`src/rtl/ldpc_syndrome_seq.sv`:
```
// Sequential QC-LDPC syndrome checker: one check block-row per cycle, with
// circulant shifts taken live from mtx. The result is reported with a valid/ready handshake.
module ldpc_syndrome_seq #(
    parameter int MTX_W   = 8,
    parameter int C       = 8,
    parameter int R       = 4,
    parameter int D       = 8,
    parameter int COMBINE = 1,
    localparam int WW     = $clog2(C*D+1),
    localparam int FW     = (C > 1) ? $clog2(C) : 1
) (
    input  logic                   clk,
    input  logic                   rst_n,
    input  logic [C*R*MTX_W-1:0]   mtx,
    input  logic                   in_valid,
    output logic                   in_ready,
    input  logic [R*D-1:0]         in_dec,
    input  logic                   early_exit,
    output logic                   out_valid,
    input  logic                   out_ready,
    output logic                   out_pass,
    output logic [WW-1:0]          out_weight,
    output logic [FW-1:0]          out_first_fail,
    output logic                   out_cfg_err
);

    typedef enum logic [1:0] {IDLE, RUN, DONE} state_e;

    state_e          state_q;
    logic [R*D-1:0]  dec_q;
    logic            early_q;
    logic [FW-1:0]   row_q;
    logic [WW-1:0]   weight_q;
    logic [FW-1:0]   first_fail_q;
    logic            cfg_err_q;
    logic            in_ready_q;
    logic            out_valid_q;
    logic            pass_q;

    logic [MTX_W-1:0] ent;
    logic [D-1:0]     blk;
    logic [D-1:0]     rot;
    logic [D-1:0]     syn_d;
    logic             cfg_hit_d;
    logic [WW-1:0]    weight_d;
    logic             row_fail;
    logic             last_row;

    // Syndrome of the current block-row, plus the running weight including it.
    always_comb begin
        // NOTE: every variable gets a default first so no path can infer a latch.
        ent       = '0;
        blk       = '0;
        rot       = '0;
        syn_d     = '0;
        cfg_hit_d = 1'b0;
        weight_d  = weight_q;
        for (int j = 0; j < R; j++) begin
            ent = mtx[(int'(row_q)*R + j)*MTX_W +: MTX_W];
            blk = dec_q[j*D +: D];
            rot = '0;
            if (ent == {MTX_W{1'b1}}) begin
                rot = '0;
            end else if (int'(ent) >= D) begin
                cfg_hit_d = 1'b1;
            end else begin
                // Doubling the block turns the modular index into a plain right shift.
                rot = D'({blk, blk} >> ent);
            end
            if (COMBINE != 0) syn_d = syn_d ^ rot;
            else              syn_d = syn_d | rot;
        end
        for (int k = 0; k < D; k++) begin
            weight_d = weight_d + WW'(syn_d[k]);
        end
    end

    assign row_fail = (syn_d != '0);
    assign last_row = (row_q == FW'(C-1));

    always_ff @(posedge clk or negedge rst_n) begin
        if (!rst_n) begin
            state_q      <= IDLE;
            dec_q        <= '0;
            early_q      <= 1'b0;
            row_q        <= '0;
            weight_q     <= '0;
            first_fail_q <= '0;
            cfg_err_q    <= 1'b0;
            in_ready_q   <= 1'b1;
            out_valid_q  <= 1'b0;
            pass_q       <= 1'b0;
        end else begin
            // NOTE: non-blocking assignments so every flop samples pre-edge values.
            case (state_q)
                IDLE: begin
                    if (in_valid) begin
                        dec_q        <= in_dec;
                        early_q      <= early_exit;
                        row_q        <= '0;
                        weight_q     <= '0;
                        first_fail_q <= '0;
                        cfg_err_q    <= 1'b0;
                        pass_q       <= 1'b0;
                        in_ready_q   <= 1'b0;
                        state_q      <= RUN;
                    end
                end
                RUN: begin
                    weight_q <= weight_d;
                    if (cfg_hit_d) cfg_err_q <= 1'b1;
                    // A zero running weight means no earlier row has failed.
                    if (row_fail && weight_q == '0) first_fail_q <= row_q;
                    if (last_row || (early_q && row_fail)) begin
                        out_valid_q <= 1'b1;
                        pass_q      <= (weight_d == '0);
                        state_q     <= DONE;
                    end else begin
                        row_q <= row_q + FW'(1);
                    end
                end
                DONE: begin
                    if (out_ready) begin
                        out_valid_q <= 1'b0;
                        in_ready_q  <= 1'b1;
                        state_q     <= IDLE;
                    end
                end
                default: state_q <= IDLE;
            endcase
        end
    end

    assign in_ready       = in_ready_q;
    assign out_valid      = out_valid_q;
    assign out_pass       = pass_q;
    assign out_weight     = weight_q;
    assign out_first_fail = first_fail_q;
    assign out_cfg_err    = cfg_err_q;

endmodule
```
`config.mk`:
```
export PLATFORM = sky130hd
export DESIGN_NAME = ldpc_syndrome_seq
export DESIGN_NICKNAME = d
export VERILOG_FILES = /design/src/rtl/ldpc_syndrome_seq.sv
export SDC_FILE = /design/constraint.sdc
export NUM_CORES = 1
export LEC_CHECK = 0
export CAP_MARGIN = 25
export CORE_ASPECT_RATIO = 1.2
export CORE_UTILIZATION = 27
export CTS_BUF_LIST = sky130_fd_sc_hd__clkbuf_8 sky130_fd_sc_hd__clkbuf_16
export DETAILED_ROUTE_END_ITERATION = 8
export PLACE_DENSITY = 0.66
export SYNTH_ARGS = -nofsm -noshare
export SYNTH_HDL_FRONTEND = slang
export SYNTH_SLANG_ARGS = --single-unit
```
`constraint.sdc`:
```
create_clock -name clk -period 7.5 [get_ports clk]
set_input_delay 1.5 -clock clk [delete_from_list [all_inputs] [get_ports clk]]
set_output_delay 1.5 -clock clk [all_outputs]
set_load 0.01 [all_outputs]
```
Yosys cells after proc, flatten, opt, wreduce, memory -nomap -nowiden
Cells that the tools add are included.
- $add $sub $neg: 12
- $mul: 0
- divide/modulo/power cells: 0
- $lt $le $gt $ge: 4
- equality and inequality tests: 13
- shift operators: 8
- mux-type cells: 37
- bitwise gates (word level): 3
- reduce and logical (&&, ||, !) cells: 19
- operators with widths (operator ; number):
    indexed part select 256 x 10 -> 8 bit ; 3
    indexed part select 256 x 9 -> 8 bit ; 1
    2-to-1 mux 8 bit ; 8
    >> shifter 16 x 8 -> 8 bit ; 4
    adder 7 x 1 -> 7 bit ; 8
    equality test 8 bit, second input constant ; 4
    greater-or-equal comparator 8 x 4 -> 1 bit, second input constant ; 4
    bitwise XOR 8 bit ; 3
    AND reduction 3 bit ; 7
    zero test 7 bit ; 2
    2-to-1 mux 1 bit ; 14
    one-hot mux 7 bit (2 select lines) ; 1
    adder 5 x 2 -> 6 bit, second input constant ; 2
    != test 2 bit, second input constant ; 6
    one-hot mux 3 bit (2 select lines) ; 2
    2-to-1 mux 3 bit ; 3
    one-hot mux 1 bit (2 select lines) ; 4
    nonzero test 8 bit ; 1
    2-to-1 mux 7 bit ; 1
    adder 5 x 1 -> 6 bit, second input constant ; 1
    2-to-1 mux 2 bit ; 3
    one-hot mux 2 bit (3 select lines) ; 1
    nonzero test 2 bit ; 3
    AND reduction 2 bit ; 2
    other kinds (7) ; 8
- flip-flop bits (word level): 52
- bits in latches: 0
- memory bits (writable): 0
- memory bits (read-only): 0
- input bits: 293
- output and inout bits: 14
- memories: 0

Logic depth before layout (Yosys ltp)
- depth in word-level cells: 19
- depth in mapped cells: 26
- gate-level depth less buffers: 23

Worst setup path before layout
No wires, ideal clock.
- path kind: input to register
- from: in mtx[41]
- to: reg pass_q, in the netlist out_pass
- arrival: 6672 ps
- slack: 763 ps
- stages: 24
- cell sequence: mux4_1 > mux2i_1 > buf_2 > mux2i_1 > mux2i_1 > mux2i_1 > nor2_1 > xnor2_1 > xnor2_1 > inv_1 > fa_1 > fa_1 > inv_1 > fa_1 > fa_1 > inv_1 > fa_1 > nand2_1 > nand2_1 > a21o_1 > nor3_1 > a31oi_1 > nor3_1 > a31o_1
- longest elaborated chain between the ends: 18
- elaborated cells on any way between the ends: 37
- classes of those cells: add/sub (8); order compare (3); eq/ne (4); shift (6); mux (8); bitwise (3); reduce/logical (5)
- ends and longest elaborated chain (what ; line ; text):
    start: declaration ; 14 ; input logic [C*R*MTX_W-1:0] mtx,
    indexed part select 256 x 10 -> 8 bit ; 59 ; ent = mtx[(int'(row_q)*R + j)*MTX_W +: MTX_W];
    greater-or-equal comparator 8 x 4 -> 1 bit or >> shifter 16 x 8 -> 8 bit (tied branches) ; 64, 68 ;
    2-to-1 mux 8 bit ; 64 ; end else if (int'(ent) >= D) begin
    2-to-1 mux 8 bit ; 62 ; if (ent == {MTX_W{1'b1}}) begin
    bitwise XOR 8 bit (2 in a row) ; 70 ; if (COMBINE != 0) syn_d = syn_d ^ rot;
    bitwise XOR 8 bit * ; 70 ;
    adder 7 x 1 -> 7 bit (8 in a row) ; 74 ; weight_d = weight_d + WW'(syn_d[k]);
    zero test 7 bit ; 116 ; pass_q <= (weight_d == '0);
    2-to-1 mux 1 bit ; 114 ; if (last_row || (early_q && row_fail)) begin
    one-hot mux 1 bit (2 select lines) ; 95 ; case (state_q)
    end signal: assignment ; 116 ;
    end: declaration ; 38 ; logic pass_q;
Mark *: on every way between the ends. The rest lies on a longest branch, timed or not. The select of a mux whose other input is x is not followed.
A chain may end at the register's enable or synchronous reset.

Final worst setup path
- from: in mtx[91]
- to: reg pass_q, in the netlist out_pass
The elaborated chain is that of the path after synthesis.

==> results.toml <==
[route]
drtAntennaViolNets = 0
drt-total-wl_um = 25000
vias = 6008
drc_errors = 0
post_drt_wl_per_cell_um = 21.4
viasPerCell = 5.14
drtPass1Iterations = 5
drt_iter0_drc = 378

[job]
cap_violations = 0

[timing]
fin_setup_tns_ps = 0
fin_crit_sh = 0.939
max_slew.worst_pin.slew_ps = 967
clock_skew_ps = 6.67
layout_min_cycle_time_ps = 7040
fmax_ghz = 0.142
finalSetupViolations = 0
grt_setup_unrepaired = "no"
fin_hold_ws_ps = 503
hold_viol = 0
slew_violations = 0
relSlewSlack = 0.355

[cells_and_area]
syn_to_final_growth_pct = 56.8
nets = 1157
most-common-layout-cells = "305 x clkdlybuf4s50_1, 102 x mux2i_1, 49 x dfrtp_1, 45 x mux2_2, 41 x mux4_2"
final_cells = 1170
regArea_um2 = 1310
fillers = 2247
multi_input_area_um2 = 4750
layout_commonest_cell = "clkdlybuf4s50_1"
drive_above_1_share = 0.164
final_area_um2 = 9960

[synth]
synth_area_leader_cell = "dfrtp_1"
ys_seq_elements = 52
synth_area_leaders = "dfrtp_1 20%, mux2i_1 16%, mux4_2 15%"
synth_area_um2 = 6350
yosysSeqAreaShare = 0.205
syn-num-nets = 852
ys.flop_type = "dfrtp_1"
synthCells = 546
yosysUniqueCellTypes = 65
synth.avg_cell_area_um2 = 11.6
synth-async-reset-ratio = 1.00
synth_top_area_share = 0.201
yosys_warnings = 0
synth_edf_count = 0

[setup_path]
crit_type = "primary input to register"
cp-start-kind = "primary input"
crit_arrival_ps = 7280
reg2reg_from = "row_q[2]"
end_kind = "register"
r2r_end = "out_pass"
r2r_slack_ps = 1000
ff2ff_path_depth = 22
cp_max_fo = 6
critPathRequiredTime_ps = 7740

[placement]
dpl_cell_area_um2 = 9810
place_hpwl_um = 20900
place_congestion = 0.957
io_buffers = 306
dp.cells = 1159

[clock_network]
postCtsHoldBufs = 0
htreeDepth = 2
clockRootBuffer = "clkbuf_16"
clock_path_buffers = 2
cts_buffers = 5
tritoncts = "done"
clock-sinks = 52
clk_pin_slew_ps = 70
ctsResizeCount = 0
clk_latency_ps = 290
cts_setup_buffers = 0

[power_and_ir_drop]
power_density_nw_per_um2 = 363
power_uw = 3620
pwr-share-comb = 0.775
p_leak_uw = 0.00396
swShare = 0.460
p_int_uw = 1950
pwr-share-seq = 0.164
p_switching_uw = 1660
clkPwrFrac = 0.061
ir_worst_vdd_mv = 0.198

[hold_path]
holdPathStages = 1
hp-class = "register to register"
min_from = "out_cfg_err"
hold_end = "out_cfg_err"

[global_route]
antenna_found_initial = 4
grt_max_degree = 53
grt_overflow = 0
grt_pass1_wl_um = 37200
grt_usage = 0.206
grt_pass1_vias = 6297

[floorplan]
initial_core_util = 0.275
dieArea_um2 = 24200
die_x_um = 142
core_area_um2 = 23100
fp.dieH_um = 170
num_rows = 61
top_level_ports = 307

[status]
outcome = "complete, no violations"
-- how the worst max path moves through the flow --
stage,startpoint,end
floorplan,mtx[41],out_pass
global placement,mtx[57],out_pass
detailed placement,mtx[91],out_pass
CTS,mtx[91],out_pass
global route,mtx[91],out_pass
finish,mtx[91],out_pass
-- kinds of logic (layout without fill, tap and decap cells) --
kind of cell               Yosys count  in the layout  share of synthesized area
muxes                              214            214                      0.488
and+or+nand+nor                    110            110                     0.0922
AOI/OAI and AO/OA                   82             82                     0.0937
DFF                                 52             52                      0.205
buffers and inverters               52            358                     0.0473
xor gates and xnor gates            23             23                     0.0427
adders and majority gates           13             13                     0.0315
other                                0              3                          0
-- synth_stat cells, types with 3 or more instances --
| library cell | n |
|---|---|
| a211oi_1 | 6 |
| a21oi_1 | 13 |
| a22oi_1 | 14 |
| a31oi_1 | 3 |
| buf_1 | 3 |
| buf_12 | 3 |
| buf_2 | 15 |
| buf_6 | 4 |
| clkbuf_1 | 7 |
| dfrtp_1 | 51 |
| fa_1 | 5 |
| ha_1 | 8 |
| inv_1 | 16 |
| mux2_2 | 45 |
| mux2i_1 | 103 |
| mux4_1 | 22 |
| mux4_2 | 41 |
| nand2_1 | 30 |
| nand3_1 | 6 |
| nand4_1 | 6 |
| nand4b_1 | 4 |
| nor2_1 | 24 |
| nor2b_1 | 9 |
| nor3_1 | 9 |
| nor4_1 | 4 |
| o211ai_1 | 6 |
| o21ai_0 | 13 |
| o22ai_1 | 6 |
| or2_2 | 5 |
| xnor2_1 | 12 |
| xnor3_1 | 4 |
| xor2_1 | 6 |
-- power by group through the flow --
stage	Combinational, uW	Clock [uW]	Sequential (uW)
final	2800	221	594
after floorplan	2110	0	507
after global routing	3040	240	619
after global placement	2770	0	596
after CTS	2820	229	597
after detailed placement	2800	0	600
-- area by class of cell --
| class | instances | area share |
|---|---|---|
| repair buffers | 332 | 0.330 |
| clock buffers | 5 | 0.0126 |
| multi-input cells | 442 | 0.477 |
| diodes | 3 | 0.000754 |
| flip-flops and latches | 52 | 0.131 |
| well taps | 315 | 0.0396 |
| clock inverters | 3 | 0.00126 |
| inverters | 18 | 0.00678 |
-- registers in the layout (all words and copies together) (netlist names), 2 cells and up --
name / cells
dec_q: 32
out_weight: 7
out_first_fail: 3
row_q: 3
state_q: 2
-- metrics by stage --
stage / setup WS (ps) / util
3_3_place_gp: 238 / 0.424
4_1_cts: 479 / 0.430
5_1_grt: 101 / 0.430
3_5_place_dp: 160 / 0.424
6_report: 457 / 0.431
2_1_floorplan: 763 / -
-- critical path, stage by stage --
cell	delay, ps
clkdlybuf4s50_1	460
mux4_2	480
mux2_2	340
or2_2	330
o2bb2ai_1	240
a22oi_1	180
xnor2_1	170
xnor3_1	450
fa_1	480
fa_1	550
inv_1	60
fa_1	570
fa_1	180
inv_1	60
fa_1	390
nand2_1	80
nand2_1	50
a21o_1	200
nor3_1	130
a31oi_1	60
nor3_1	180
a31o_1	150
-- per-layer routing --
layer / track usage / share of wire / vias up
li1: - / - / 2791
met1: 0.255 / 0.42 / 2940
met2: 0.362 / 0.49 / 245
met3: 0.0459 / 0.073 / 32
met4: 0.0463 / 0.019 / 0
met5: 0 / 0 / -
Note: power is estimated with default switching activity, not from simulation.
